--- config.mk ---
export PLATFORM = sky130hd
export DESIGN_NAME = chan_serializer_8
export DESIGN_NICKNAME = d
export VERILOG_FILES = /design/src/rtl/chan_serializer_8.sv
export SDC_FILE = /design/constraint.sdc
export NUM_CORES = 1
export LEC_CHECK = 0
export BUFFER_PORTS_ARGS = -buffer_cell sky130_fd_sc_hd__buf_2
export CELL_PAD_IN_SITES_DETAIL_PLACEMENT = 1
export CELL_PAD_IN_SITES_GLOBAL_PLACEMENT = 1
export CORE_UTILIZATION = 46
export CTS_CLUSTER_DIAMETER = 200
export DETAILED_ROUTE_END_ITERATION = 8
export MAX_ROUTING_LAYER = met4
export PLACE_DENSITY = 0.72
export SYNTH_ARGS = -nofsm -noshare
export SYNTH_HDL_FRONTEND = slang
export SYNTH_SLANG_ARGS = --single-unit
--- constraint.sdc ---
create_clock -name c -period 15.6 [get_ports c]
set_clock_uncertainty 0.1 [all_clocks]
set_input_delay 3.12 -clock c [delete_from_list [all_inputs] [get_ports c]]
set_output_delay 3.12 -clock c [all_outputs]
set_load 0.01 [all_outputs]
--- src/rtl/chan_serializer_8.sv ---
// Eight-channel frame serializer: queues 192-bit frames of 24-bit samples and
// emits them one channel at a time as rounded, saturated 16-bit samples.
module chan_serializer_8 #(
  parameter int SHIFT      = 2,
  parameter int DEPTH_LOG2 = 2
) (
  input  logic         c,
  input  logic         reset,
  input  logic [191:0] id,
  input  logic         iv,
  output logic [15:0]  od,
  output logic [2:0]   och,
  output logic         ov,
  input  logic         ordy,
  output logic         ovf,
  output logic         sat
);

  localparam int DEPTH = 1 << DEPTH_LOG2;
  localparam int PW    = DEPTH_LOG2 + 1;

  typedef enum logic {IDLE, SEND} state_t;

  // Returns {clipped, sample}: scale, round half up, arithmetic shift, clamp.
  function automatic logic [16:0] conv(input logic [23:0] x);
    logic signed [31:0] t;
    logic signed [31:0] r;
    logic signed [31:0] y;
    logic [16:0]        res;
    t = {{8{x[23]}}, x};
    t = t <<< SHIFT;
    r = t + 32'sd128;
    y = r >>> 8;
    if (y > 32'sd32767) begin
      res = {1'b1, 16'h7FFF};
    end else if (y < -32'sd32768) begin
      res = {1'b1, 16'h8000};
    end else begin
      res = {1'b0, y[15:0]};
    end
    return res;
  endfunction

  logic [191:0]    mem [DEPTH];
  logic [PW-1:0]   wr_ptr_reg, wr_ptr_next;
  logic [PW-1:0]   rd_ptr_reg, rd_ptr_next;
  logic            empty, full, push, pop;
  logic [191:0]    head;

  state_t          state_reg, state_next;
  logic [2:0]      cnt_reg, cnt_next;
  logic [2:0]      cnt_inc;
  logic [191:0]    frame_reg, frame_next;
  logic [15:0]     od_reg, od_next;
  logic [2:0]      och_reg, och_next;
  logic            ov_reg, ov_next;
  logic            clip_reg, clip_next;
  logic            ovf_reg, ovf_next;
  logic            sat_reg, sat_next;
  logic            xfer;
  logic [16:0]     head_conv, step_conv;
  logic [23:0]     frame_ch [8];

  assign empty = (wr_ptr_reg == rd_ptr_reg);
  assign full  = ((wr_ptr_reg ^ rd_ptr_reg) == {1'b1, {DEPTH_LOG2{1'b0}}});
  // A frame arriving while full is lost even if a pop frees a slot this cycle.
  assign push  = iv & ~full;
  assign head  = mem[rd_ptr_reg[DEPTH_LOG2-1:0]];

  always_ff @(posedge c) begin
    if (push) begin
      mem[wr_ptr_reg[DEPTH_LOG2-1:0]] <= id;
    end
  end

  generate
    for (genvar gi = 0; gi < 8; gi++) begin : g_ch
      assign frame_ch[gi] = frame_reg[24*gi +: 24];
    end
  endgenerate

  assign xfer      = ov_reg & ordy;
  assign cnt_inc   = cnt_reg + 3'd1;
  assign head_conv = conv(head[23:0]);
  assign step_conv = conv(frame_ch[cnt_inc]);

  always_comb begin
    state_next  = state_reg;
    cnt_next    = cnt_reg;
    frame_next  = frame_reg;
    od_next     = od_reg;
    och_next    = och_reg;
    ov_next     = ov_reg;
    clip_next   = clip_reg;
    pop         = 1'b0;
    ovf_next    = ovf_reg | (iv & full);
    // A clipped sample counts once it is actually handed downstream.
    sat_next    = sat_reg | (xfer & clip_reg);
    wr_ptr_next = wr_ptr_reg + PW'(push);

    case (state_reg)
      IDLE: begin
        if (!empty) begin
          pop        = 1'b1;
          frame_next = head;
          {clip_next, od_next} = head_conv;
          och_next   = 3'd0;
          cnt_next   = 3'd0;
          ov_next    = 1'b1;
          state_next = SEND;
        end
      end
      SEND: begin
        if (xfer) begin
          if (cnt_reg != 3'd7) begin
            cnt_next = cnt_inc;
            och_next = cnt_inc;
            {clip_next, od_next} = step_conv;
          end else if (!empty) begin
            // Chain straight into the next queued frame without a gap cycle.
            pop        = 1'b1;
            frame_next = head;
            {clip_next, od_next} = head_conv;
            och_next   = 3'd0;
            cnt_next   = 3'd0;
          end else begin
            ov_next    = 1'b0;
            state_next = IDLE;
          end
        end
      end
      default: begin
        state_next = IDLE;
        ov_next    = 1'b0;
      end
    endcase

    rd_ptr_next = rd_ptr_reg + PW'(pop);
  end

  always_ff @(posedge c) begin
    if (reset) begin
      wr_ptr_reg <= '0;
      rd_ptr_reg <= '0;
      state_reg  <= IDLE;
      cnt_reg    <= 3'd0;
      frame_reg  <= '0;
      od_reg     <= 16'd0;
      och_reg    <= 3'd0;
      ov_reg     <= 1'b0;
      clip_reg   <= 1'b0;
      ovf_reg    <= 1'b0;
      sat_reg    <= 1'b0;
    end else begin
      wr_ptr_reg <= wr_ptr_next;
      rd_ptr_reg <= rd_ptr_next;
      state_reg  <= state_next;
      cnt_reg    <= cnt_next;
      frame_reg  <= frame_next;
      od_reg     <= od_next;
      och_reg    <= och_next;
      ov_reg     <= ov_next;
      clip_reg   <= clip_next;
      ovf_reg    <= ovf_next;
      sat_reg    <= sat_next;
    end
  end

  assign od  = od_reg;
  assign och = och_reg;
  assign ov  = ov_reg;
  assign ovf = ovf_reg;
  assign sat = sat_reg;

endmodule
# ---- Yosys cells after proc, flatten, opt, wreduce, memory -nomap -nowiden
# Memories as Yosys holds them, arrays and structs flattened. A register that Yosys moved wholly into a read port is not among the register bits.
# Index checks and enable logic that the tools add are counted.
dict set report classes {
  addsub 5
  order_cmp 5
  n_eq_ne 7
  n_mux 42
  bitwise_logic 10
  n_reduce_logical 2
}
# operator n
set ops {}
lappend ops {{192-bit 2-to-1 mux} 3}
lappend ops {{192-bit one-hot mux with 2 select lines} 1}
lappend ops {{24-bit binary-select mux with 3-bit select} 1}
lappend ops {{17-bit 2-to-1 mux} 4}
lappend ops {{26-bit by 9-bit adder with 27-bit output, second input constant} 2}
lappend ops {{16-bit 2-to-1 mux} 3}
lappend ops {{24-bit 2-to-1 mux} 2}
lappend ops {{19-bit by 16-bit > comparator with 1-bit output, second input constant} 2}
lappend ops {{19-bit by 16-bit < comparator with 1-bit output, second input constant} 2}
lappend ops {{16-bit one-hot mux with 2 select lines} 1}
lappend ops {{3-bit 2-to-1 mux} 6}
lappend ops {{1-bit 2-to-1 mux} 14}
lappend ops {{3-bit one-hot mux with 2 select lines} 2}
lappend ops {{1-bit one-hot mux with 2 select lines} 4}
lappend ops {{3-bit by 1-bit adder with 3-bit output} 2}
lappend ops {{2-bit inequality test, second input constant} 3}
lappend ops {{1-bit AND} 4}
lappend ops {{4-bit greater-or-equal comparator, second input constant} 1}
lappend ops {{3-bit inverter with 4-bit output} 1}
lappend ops {{4-bit AND reduction} 1}
lappend ops {{3-bit by 1-bit adder with 3-bit output, second input constant} 1}
lappend ops {{3-bit == test} 1}
lappend ops {{3-bit == test, second input constant} 1}
lappend ops {{3-bit inequality test, second input constant} 1}
lappend ops {{6 further kinds} 8}
dict set report totals {
  ff_bits 225
  mem_bits_rw 768
  out_inout_bits 22
  mem_count 1
}
# name words word_bits read_ports rd_ports_with_merged_regs wr line
set mem_list {}
lappend mem_list {mem 4 192 1 1 1 44} ;# logic [191:0] mem [DEPTH];

# ---- Longest topological paths before layout
# Gate-level depths: netlist of run 1.
dict set report logic_depth {
  depth_word 12
  mapped_depth 16
}

# ---- Worst setup path before layout of run 1
# No wires, ideal clock.
dict set report synth_path {
  path_type {input-to-reg}
  from {input iv}
  to {memory mem[0][101], enable pin}
  setup_time_ps 880
  arrival_ps 14382
  required_time_ps 14620
  slack_ps 238
  cell_stages 2
  path_cell_list {nor2b_1 nor3b_1}
}
dict set report synth_via {
  elab_chain_len 3
}
# element line
set synth_lines {}
lappend synth_lines {{start: declaration} 10} ;# input logic iv,
lappend synth_lines {{1-bit AND} 67} ;# assign push = iv & ~full;
lappend synth_lines {{1-bit 2-to-1 mux} 71} ;# if (push) begin
lappend synth_lines {{1-bit 2-to-1 mux (implied by the code)} 72} ;# mem[wr_ptr_reg[DEPTH_LOG2-1:0]] <= id;
lappend synth_lines {{end: declaration} 44}
# No other way between the ends.

# ---- Final worst setup path of run 1
dict set report layout_path {
  from {input ordy}
  to {register frame_reg[185]}
}
dict set report layout_via {
  elab_chain_len 3
}
# element line
set layout_lines {}
lappend layout_lines {{start: declaration} 14} ;# input logic ordy,
lappend layout_lines {{1-bit AND} 82} ;# assign xfer = ov_reg & ordy;
lappend layout_lines {{2-bit by 1-bit inequality test with 1-bit output (no source line)} --}
lappend layout_lines {{2-bit AND reduction (no source line)} --}
lappend layout_lines {{end signal: assignment} 159} ;# frame_reg <= frame_next;
lappend layout_lines {{end: declaration} 53} ;# logic [191:0] frame_reg, frame_next;
# No other way between the ends.
# A chain may end at the register's enable or synchronous reset.

==> summary.txt, run 1 <==
Run status
  – Status: complete, but fails checks
  – Failing checks: design-rule violations

Drt
  – DRC: 4
  – Vias per cell: 5.66
  – DRT antenna net count: 0
  – Post-DR wirelength/cell: 25.9 um
  – Final WL: 76800 um
  – DR iter-0 viols: 1270
  – DRT Pass-1 Iters: 9
  – Via count: 16816

Pwr
  – Worst VDD drop: 114 uV
  – Pwr dens: 167 mW/mm^2
  – Design Power: 0.00589 W
  – Leak: 11.6 nW

Worst setup path
  – Maximum fanout along the worst path: 90
  – Max stage delay on crit path: 0.87 ns
  – Slowest cell on the critical path: buf_4
  – Top cell by count, worst path: nand2_1
  – Arrival time worst endpoint: 6.19 ns
  – Class of the most critical setup path: primary input to flip-flop
  – Crit. End Element: flip-flop
  – Worst path required time: 16.05 ns
  – Crit path launch type: primary input
  – Crit-path cells: buf_2 > nand2_1 > nand2_1 > nand3_4 > inv_4 > buf_4 > nand2_1 > a21oi_1
  – Crit path buffers/inverters: 3
  – CP delay by family, top: buffers and inverters

Floorplan
  – IO Pins: 218
  – Die height: 261 um
  – Core ar.: 0.0661 sq mm
  – Row cnt: 94
  – Initial Util: 46.8%
  – Die area: 0.0682 sq mm
  – Die X: 261 um

Timing
  – Max Transition Viols Final: 0
  – Hold Violations, Final: 0
  – Max Fclk: 0.174 GHz
  – Slew HR: 22.0%
  – Setup TNS: 0 ns
  – RSZ-0062 raised after global routing: no
  – Tmin final: 5.74 ns
  – Final worst-path cycle share: 36.8%
  – # setup viols final: 0
  – Tightest Pin Transition: 1.17 ns

Clock network
  – CTS Sinks: 793
  – Worst-case clock buffer depth: 3
  – Post-CTS Hold Buffers: 0
  – Reg clk slew, reported paths: 0.06 ns
  – CTS tree: built
  – CTS resizes: 0
  – H-tree depth: 3
  – CTS Buf Count: 83
  – Clock latency on the worst-skew pair: 0.63 ns
  – Clk root buf: clkbuf_16
  – Setup bufs post-CTS: 0

Synthesis
  – Synth Net Count: 2054
  – Post-synth EDFFs: 608
  – Top cell type's share of synthesized area: 59.1%
  – Sequential share of the synthesized area: 71.0%
  – Leading cell types by total area after synthesis: edfxtp_1, mux4_2, dfxtp_1
  – Post-Syn Area: 0.0309 sq mm
  – Commonest register cell after synthesis: edfxtp_1
  – Synth async-reset ratio: 0%
  – Synthesis warning total: 0
  – Synth cell types: 69
  – Cells after Synth: 1850
  – Synth area leader: edfxtp_1
  – #FFs+latches synth: 793
  – Syn Area/Cell: 16.7 sq um

Layout
  – Commonest non-fill, non-tap cell in the layout: edfxtp_1
  – Layout cells sized above 1: 25.8%
  – FF+latch area: 0.0220 sq mm
  – Largest register FFs: 608
  – Fillers: 6169
  – Final net count: 2233
  – Footprint of the multi-input gates: 0.00838 sq mm
  – Finished Layout Cells: 2971
  – Most frequent cells in the layout: edfxtp_1, nand2_1, dfxtp_1
  – Synth-to-layout area growth: 14.3%

Placed design
  – PortBufs: 177
  – Inst Count DP: 2808
  – Post-DP HPWL: 49500 um
  – Global placement routability congestion: 0.856

GRT
  – Antenna violations before repair: 12
  – Largest net degree at the start of global routing: 107
  – Number of global-route vias before repair: 17700
  – Tot GR Track Use: 23.4%
  – GRT overflow: 0
  – First-pass GRT wire length: 113000 um

Hold path
  – Tightest Hold Check Type: flip-flop to flip-flop

Job
  – Max_cap viols: 0
-- cell type report --
type	count	share of cell area, %
Clock inverter	44	1.36
Multi-Input combinational cell	939	23.7
Sequential cell	793	62.2
Inverter	13	0.145
Tap cell	864	3.06
Antenna cell	10	0.0708
Clock buffer	109	6.47
Timing Repair Buffer	199	2.99
-- logic make-up after synthesis --
| logic type | count (synthesis) | synth area share [%] |
|---|---|---|
| DFF | 793 | 71.0 |
| and+or+nand+nor | 456 | 6.34 |
| AOI/OAI and AO/OA | 227 | 4.44 |
| muxes | 216 | 14.9 |
| buffers and inverters | 118 | 2.00 |
| xor gates and xnor gates | 32 | 0.907 |
| adders and majority gates | 8 | 0.324 |
-- Yosys cell counts, drive strengths merged, types with 2 or more instances --
master and number:
edfxtp 608, nand2 353, mux4 188, dfxtp 185, a21oi 170, clkbuf 73
buf 32, nor2 32, mux2i 22, xnor2 17, nand3 16, xor2 15
inv 12, nand4 10, a2111oi 8, a31oi 8, ha 8, nor3 8
a21o 7, and3 7, nor4 7, mux2 6, nor2b 6, a22oi 4
nand2b 4, o211ai 4, o21ai 4, a221oi 3, a41oi 3, and2 3
a221o 2, and2b 2, o21a 2, o22ai 2, o31ai 2, or2 2
-- layer usage --
layer / share of wire, % / vias up / track usage (%)
li1: - / 7538 / -
met2: 50 / 409 / 38.3
met5: 0 / - / -
met4: 3.0 / 0 / 8.33
met3: 4.8 / 116 / 3.62
met1: 42 / 8753 / 29.9
-- power breakdown --
group	switching [W]	internal [W]	total, W
clock network	0.000811	0.00119	0.00200
logic	0.000761	0.000510	0.00127
registers	0.000142	0.00248	0.00262
total	0.00171	0.00418	0.00589
-- worst min-delay path: stages (launching register included) --
cell	delay, ns
dfxtp_1	0.30
nand2_1	0.05
a21oi_1	0.05
-- path summary, 6_finish.rpt --
kind	depth (start not counted)	startpoint	slack, ns	to
min reg2reg	2	frame_reg[135]	0.35	frame_reg[135]
min	2	frame_reg[135]	0.35	frame_reg[135]
max reg2reg	15	cnt_reg[0]	10.42	od[5]
max	8	ordy	9.86	frame_reg[185]
-- stage by stage --
stage | utilization, % | setup slack [ns] | area (sq um) | hold slack (ns)
final | 53.4 | 9.86 | 35300 | 0.352
after global routing | 53.4 | 9.62 | 35300 | 0.379
after CTS | 53.4 | 9.83 | 35300 | 0.351
after detailed placement | 49.2 | 9.17 | 32500 | 0.344
after global placement | 49.2 | 9.19 | 32500 | 0.339
after floorplan | - | 0.238 | 30900 | 0.332
Power figures use the tool's default switching activity.
==> inputs of run 2 (changes only) <==
--- a/config.mk
+++ b/config.mk
@@ -8,11 +8,11 @@
 export BUFFER_PORTS_ARGS = -buffer_cell sky130_fd_sc_hd__buf_2
 export CELL_PAD_IN_SITES_DETAIL_PLACEMENT = 1
 export CELL_PAD_IN_SITES_GLOBAL_PLACEMENT = 1
-export CORE_UTILIZATION = 46
+export CORE_UTILIZATION = 51
 export CTS_CLUSTER_DIAMETER = 200
 export DETAILED_ROUTE_END_ITERATION = 8
 export MAX_ROUTING_LAYER = met4
-export PLACE_DENSITY = 0.72
+export PLACE_DENSITY = 0.76
 export SYNTH_ARGS = -nofsm -noshare
 export SYNTH_HDL_FRONTEND = slang
 export SYNTH_SLANG_ARGS = --single-unit
==> constraint.sdc (replaced) <==
create_clock -name c -period 5.5 [get_ports c]
set_clock_uncertainty 0.1 [all_clocks]
set_input_delay 1.1 -clock c [delete_from_list [all_inputs] [get_ports c]]
set_output_delay 1.1 -clock c [all_outputs]
set_load 0.01 [all_outputs]
==> summary.txt, run 2 (synthesized netlist as in run 1, its figures left out) <==
Worst setup path
  – Crit path buffers/inverters: 3 (unchanged)
  – Crit path launch type: flip-flop (was primary input)
  – Max stage delay on crit path: 0.61 ns (was 0.87 ns)
  – Reg2reg start: cnt_reg[1] (was cnt_reg[0])
  – Maximum fanout along the worst path: 18 (was 90)
  – Reg2Reg Setup Slack: 0.95 ns (was 10.42 ns)
  – FF-to-FF End: od[5] (unchanged)
  – Class of the most critical setup path: flip-flop to flip-flop (was primary input to flip-flop)
  – Worst r2r path cells: 14 (was 15)
  – Arrival time worst endpoint: 4.97 ns (was 6.19 ns)
  – Worst path required time: 5.92 ns (was 16.05 ns)
  – Crit. End Element: flip-flop (unchanged)
  – CP delay by family, top: multiplexers (was buffers and inverters)
  – Slowest cell on the critical path: ha_1 (was buf_4)
  – Crit-path cells: ha_2 > ha_1 > buf_4 > mux4_2 > mux2i_2 > inv_1 > ha_1 > inv_1 > a2111oi_0 > nand4_1 > mux2i_2 > a21o_1 > nand3_2 > a2111oi_2 (was buf_2 > nand2_1 > nand2_1 > nand3_4 > inv_4 > buf_4 > nand2_1 > a21oi_1)

Pwr
  – Leak: 11.6 nW (about the same)
  – Pwr dens: 471 mW/mm^2 (was 167 mW/mm^2)
  – Worst VDD drop: 338 uV (was 114 uV)

Layout
  – Largest register FFs: 608 (unchanged)
  – FF+latch area: 0.0220 sq mm (unchanged)
  – Fillers: 5436 (was 6169)
  – Footprint of the multi-input gates: 0.00839 sq mm (was 0.00838 sq mm)
  – Final net count: 2237 (was 2233)
  – Post-route cell area: 0.0353 sq mm (about the same)
  – Layout cells sized above 1: 26.0% (was 25.8%)
  – Commonest non-fill, non-tap cell in the layout: edfxtp_1 (unchanged)
  – Most frequent cells in the layout: edfxtp_1, nand2_1, dfxtp_1 (unchanged)
  – Synth-to-layout area growth: 14.2% (was 14.3%)

Clock network
  – CTS resizes: 0 (unchanged)
  – Post-CTS Hold Buffers: 0 (unchanged)
  – Worst-case clock buffer depth: 3 (unchanged)
  – H-tree depth: 3 (unchanged)
  – Setup bufs post-CTS: 0 (unchanged)
  – Clock latency on the worst-skew pair: 0.64 ns (was 0.63 ns)
  – CTS Buf Count: 79 (was 83)
  – Clk root buf: clkbuf_16 (unchanged)
  – Reg clk slew, reported paths: 0.07 ns (was 0.06 ns)
  – CTS Sinks: 793 (unchanged)
  – CTS tree: built (unchanged)

GRT
  – Antenna violations before repair: 8 (was 12)
  – Number of global-route vias before repair: 18001 (was 17700)
  – GRT overflow: 0 (unchanged)
  – Tot GR Track Use: 27.0% (was 23.4%)
  – Largest net degree at the start of global routing: 108 (was 107)
  – First-pass GRT wire length: 117000 um (was 113000 um)

Drt
  – Vias per cell: 5.89 (was 5.66)
  – DRT Pass-1 Iters: 5 (was 9)
  – DRT antenna net count: 0 (unchanged)
  – DR iter-0 viols: 1286 (was 1270)
  – Via count: 16963 (was 16816)
  – DRC: 0 (was 4)
  – Post-DR wirelength/cell: 27.5 um (was 25.9 um)
  – Final WL: 79100 um (was 76800 um)

Floorplan
  – Row cnt: 89 (was 94)
  – Core ar.: 0.0595 sq mm (was 0.0661 sq mm)
  – IO Pins: 218 (unchanged)
  – Die height: 248 um (was 261 um)
  – Die area: 0.0616 sq mm (was 0.0682 sq mm)
  – Initial Util: 52.0% (was 46.8%)
  – Die X: 248 um (was 261 um)

Job
  – Max_cap viols: 0 (unchanged)

Hold path
  – WHS Endpoint: frame_reg[78] (was frame_reg[135])
  – Tightest Hold Check Type: flip-flop to flip-flop (unchanged)
  – Hold Crit Start: frame_reg[78] (was frame_reg[135])
  – Hold depth: 2 (unchanged)

Placed design
  – Placed inst area: 0.0326 sq mm (was 0.0325 sq mm)
  – PortBufs: 177 (unchanged)
  – Post-DP HPWL: 52300 um (was 49500 um)
  – Global placement routability congestion: 0.905 (was 0.856)

Timing
  – Slew HR: 26.9% (was 22.0%)
  – Max Fclk: 0.220 GHz
  – Setup TNS: 0 ns (unchanged)
  – Hold Violations, Final: 0 (unchanged)
  – Final worst-path cycle share: 82.7%
  – Tightest Pin Transition: 1.10 ns (was 1.17 ns)
  – Tmin final: 4.55 ns
  – Max Transition Viols Final: 0 (unchanged)
  – RSZ-0062 raised after global routing: no (unchanged)
  – # setup viols final: 0 (unchanged)

Run status
  – Status: finished, final reports clean (was complete, but fails checks)
-- run 2: worst max path at each step --
stage	from	endpoint	slack (ns)	cells past startpoint
final	cnt_reg[1]	od[5]	0.95	14
after global routing	cnt_reg[1]	od[5]	0.59	14
after CTS	cnt_reg[0]	od[5]	0.95	14
after detailed placement	cnt_reg[0]	od[5]	0.96	14
after global placement	cnt_reg[0]	od[5]	1.05	14
after floorplan	iv	mem[1][101]	-0.33	3
-- run 2: worst reg2reg max path, stage by stage (launching register included) --
cell	delay (ns)
dfxtp_1	0.33
ha_2	0.18
ha_1	0.61
buf_4	0.39
mux4_2	0.38
mux2i_2	0.32
inv_1	0.08
ha_1	0.24
inv_1	0.12
a2111oi_0	0.08
nand4_1	0.14
mux2i_2	0.45
a21o_1	0.44
nand3_2	0.18
a2111oi_2	0.40
-- run 2: per-stage QoR --
step	setup slack, ns	std cells	utilization [%]	total power (W)	hold WS (ns)
finish	0.954	2880	59.4	0.0166	0.360
global route	0.592	2880	59.4	0.0173	0.372
CTS	0.953	2872	59.4	0.0168	0.359
detailed placement	0.955	2725	54.9	0.0113	0.349
global placement	1.05	2725	54.9	0.0112	0.342
floorplan	-0.332	1850	-	0.0100	0.332
-- run 2: cell type report --
type / count / share of cell area (%)
well taps: 773 / 2.74
repair buffers: 207 / 3.55
diodes: 8 / 0.0567
flip-flops and latches: 793 / 62.2
multi-input cells: 939 / 23.7
inverters: 13 / 0.145
clock buffers: 110 / 6.46
clock inverters: 37 / 1.09
-- run 2: report_power, final --
part           total (W)  internal, W  switching [W]
combinational    0.00368      0.00149        0.00219
sequential       0.00746      0.00704       0.000419
clock            0.00551      0.00325        0.00227
-- run 2: routing by layer --
layer,part of all wire [%],global-route usage (%),wire (um),vias to the layer above
met2,52,45.2,41200,379
li1,-,-,-,7529
met4,1.9,6.37,1540,0
met5,0,-,0,-
met1,42,34.9,33200,8946
met3,4.0,4.15,3140,109
==> inputs of run 3 (changes only) <==
==> constraint.sdc (replaced) <==
create_clock -name c -period 4.4 [get_ports c]
set_clock_uncertainty 0.1 [all_clocks]
set_input_delay 0.88 -clock c [delete_from_list [all_inputs] [get_ports c]]
set_output_delay 0.88 -clock c [all_outputs]
set_load 0.01 [all_outputs]
==> summary.txt, run 3 (synthesized netlist as in run 1, its figures left out) <==
Run status
  – Status: finished, final reports clean (unchanged)

Clock network
  – Clk root buf: clkbuf_16 (unchanged)
  – CTS Sinks: 793 (unchanged)
  – CTS Buf Count: 81 (was 79)
  – Reg clk slew, reported paths: 0.06 ns (was 0.07 ns)
  – Post-CTS Hold Buffers: 0 (unchanged)
  – Clock latency on the worst-skew pair: 0.64 ns (about the same)
  – CTS tree: built (unchanged)
  – H-tree depth: 3 (unchanged)
  – CTS resizes: 0 (unchanged)
  – Setup bufs post-CTS: 0 (unchanged)
  – Worst-case clock buffer depth: 3 (unchanged)

Worst setup path
  – Class of the most critical setup path: flip-flop to flip-flop (unchanged)
  – Crit. End Element: flip-flop (unchanged)
  – Crit path launch type: flip-flop (unchanged)
  – Arrival time worst endpoint: 4.49 ns (was 4.97 ns)
  – Worst path required time: 4.80 ns (was 5.92 ns)
  – Maximum fanout along the worst path: 10 (was 18)

Layout
  – Fin util: 59.9% (was 59.4%)
  – Most frequent cells in the layout: edfxtp_1, nand2_1, dfxtp_1 (unchanged)
  – Final net count: 2243 (was 2237)
  – Layout cells sized above 1: 26.8% (was 26.0%)
  – Finished Layout Cells: 2889 (was 2880)
  – FF+latch area: 0.0220 sq mm (unchanged)
  – Synth-to-layout area growth: 15.3% (was 14.2%)
  – Fillers: 5388 (was 5436)
  – Commonest non-fill, non-tap cell in the layout: edfxtp_1 (unchanged)
  – Footprint of the multi-input gates: 0.00839 sq mm (about the same)
  – Largest register FFs: 608 (unchanged)

Timing
  – Max Fclk: 0.245 GHz (was 0.220 GHz)
  – # setup viols final: 0 (unchanged)
  – Final worst-path cycle share: 92.8% (was 82.7%)
  – Max Transition Viols Final: 0 (unchanged)
  – Hold slack final: 0.357 ns (was 0.360 ns)
  – Tmin final: 4.08 ns (was 4.55 ns)
  – RSZ-0062 raised after global routing: no (unchanged)
  – Slew HR: 31.3% (was 26.9%)
  – Tightest Pin Transition: 1.03 ns (was 1.10 ns)
  – Hold Violations, Final: 0 (unchanged)

Drt
  – DRT Pass-1 Iters: 6 (was 5)
  – DRC: 0 (unchanged)
  – Vias per cell: 5.89 (about the same)
  – Final WL: 78600 um (was 79100 um)
  – Post-DR wirelength/cell: 27.2 um (was 27.5 um)
  – DR iter-0 viols: 1196 (was 1286)
  – DRT antenna net count: 0 (unchanged)
  – Via count: 17008 (was 16963)

Pwr
  – Leak: 11.8 nW (was 11.6 nW)
  – Design Power: 0.0214 W (was 0.0166 W)
  – Worst VDD drop: 387 uV (was 338 uV)
  – Pwr dens: 601 mW/mm^2 (was 471 mW/mm^2)

Hold path
  – Tightest Hold Check Type: flip-flop to flip-flop (unchanged)

GRT
  – Number of global-route vias before repair: 18083 (was 18001)
  – GRT overflow: 0 (unchanged)
  – Antenna violations before repair: 7 (was 8)
  – First-pass GRT wire length: 115000 um (was 117000 um)
  – Tot GR Track Use: 26.7% (was 27.0%)
  – Largest net degree at the start of global routing: 153 (was 108)

Placed design
  – Global placement routability congestion: 0.896 (was 0.905)
  – Post-DP HPWL: 51100 um (was 52300 um)
  – Inst Count DP: 2729 (was 2725)
  – PortBufs: 177 (unchanged)

Job
  – Max_cap viols: 0 (unchanged)

Floorplan
  – IO Pins: 218 (unchanged)
  – Die X: 248 um (unchanged)
  – Initial Util: 52.0% (unchanged)
  – Die area: 0.0616 sq mm (unchanged)
  – Die height: 248 um (unchanged)
  – Row cnt: 89 (unchanged)
  – Core ar.: 0.0595 sq mm (unchanged)
## run 3: final cells by class
type                    instances  share of cell area [%]
flip-flops and latches        793                    61.6
multi-input cells             939                    23.5
clock inverters                41                    1.69
clock buffers                 111                    6.59
well taps                     773                    2.71
diodes                          8                  0.0562
inverters                      13                   0.144
repair buffers                211                    3.64
## run 3: path summary, 6_finish.rpt
path                                startpoint        endpoint  slack (ns)  cells after the start
worst max-delay path                cnt_reg[0]           od[5]        0.32                     14
worst min-delay path            frame_reg[149]  frame_reg[149]        0.36                      2
worst min register to register  frame_reg[149]  frame_reg[149]        0.36                      2
worst max register to register      cnt_reg[0]           od[5]        0.32                     14
## run 3: layer usage
metal | vias up | track usage [%] | part of all wire [%] | wire length [um]
met1 | 8856 | 33.9 | 40 | 31800
met3 | 131 | 4.27 | 5.3 | 4200
met4 | 0 | 9.72 | 3.3 | 2580
met5 | - | - | 0 | 0
li1 | 7539 | - | - | -
met2 | 482 | 43.5 | 51 | 40000
## run 3: worst max-delay path, cell delays in order (launching register included)
cell and delay [ns]:
dfxtp_2 0.32, ha_2 0.17, ha_1 0.49, buf_4 0.28
mux4_1 0.32, mux2i_2 0.31, inv_1 0.09, ha_1 0.26
inv_1 0.15, nor2_1 0.08, and2_1 0.21, o31ai_4 0.37
a21o_2 0.29, nand3_2 0.15, a2111oi_2 0.35
## run 3: power breakdown
part	total [W]	internal, W	switching [W]
Clock	0.00747	0.00458	0.00289
Sequential	0.00933	0.00880	0.000531
Combinational	0.00464	0.00189	0.00275
## run 3: stage by stage
step / setup slack [ns] / TNS (ns) / instance area (sq um)
CTS: 0.134 / 0 / 35600
floorplan: -1.21 / -526.71 / 31000
finish: 0.316 / 0 / 35600
global route: 0.00359 / 0 / 35600
detailed placement: 0.178 / 0 / 32700
global placement: 0.242 / 0 / 32700
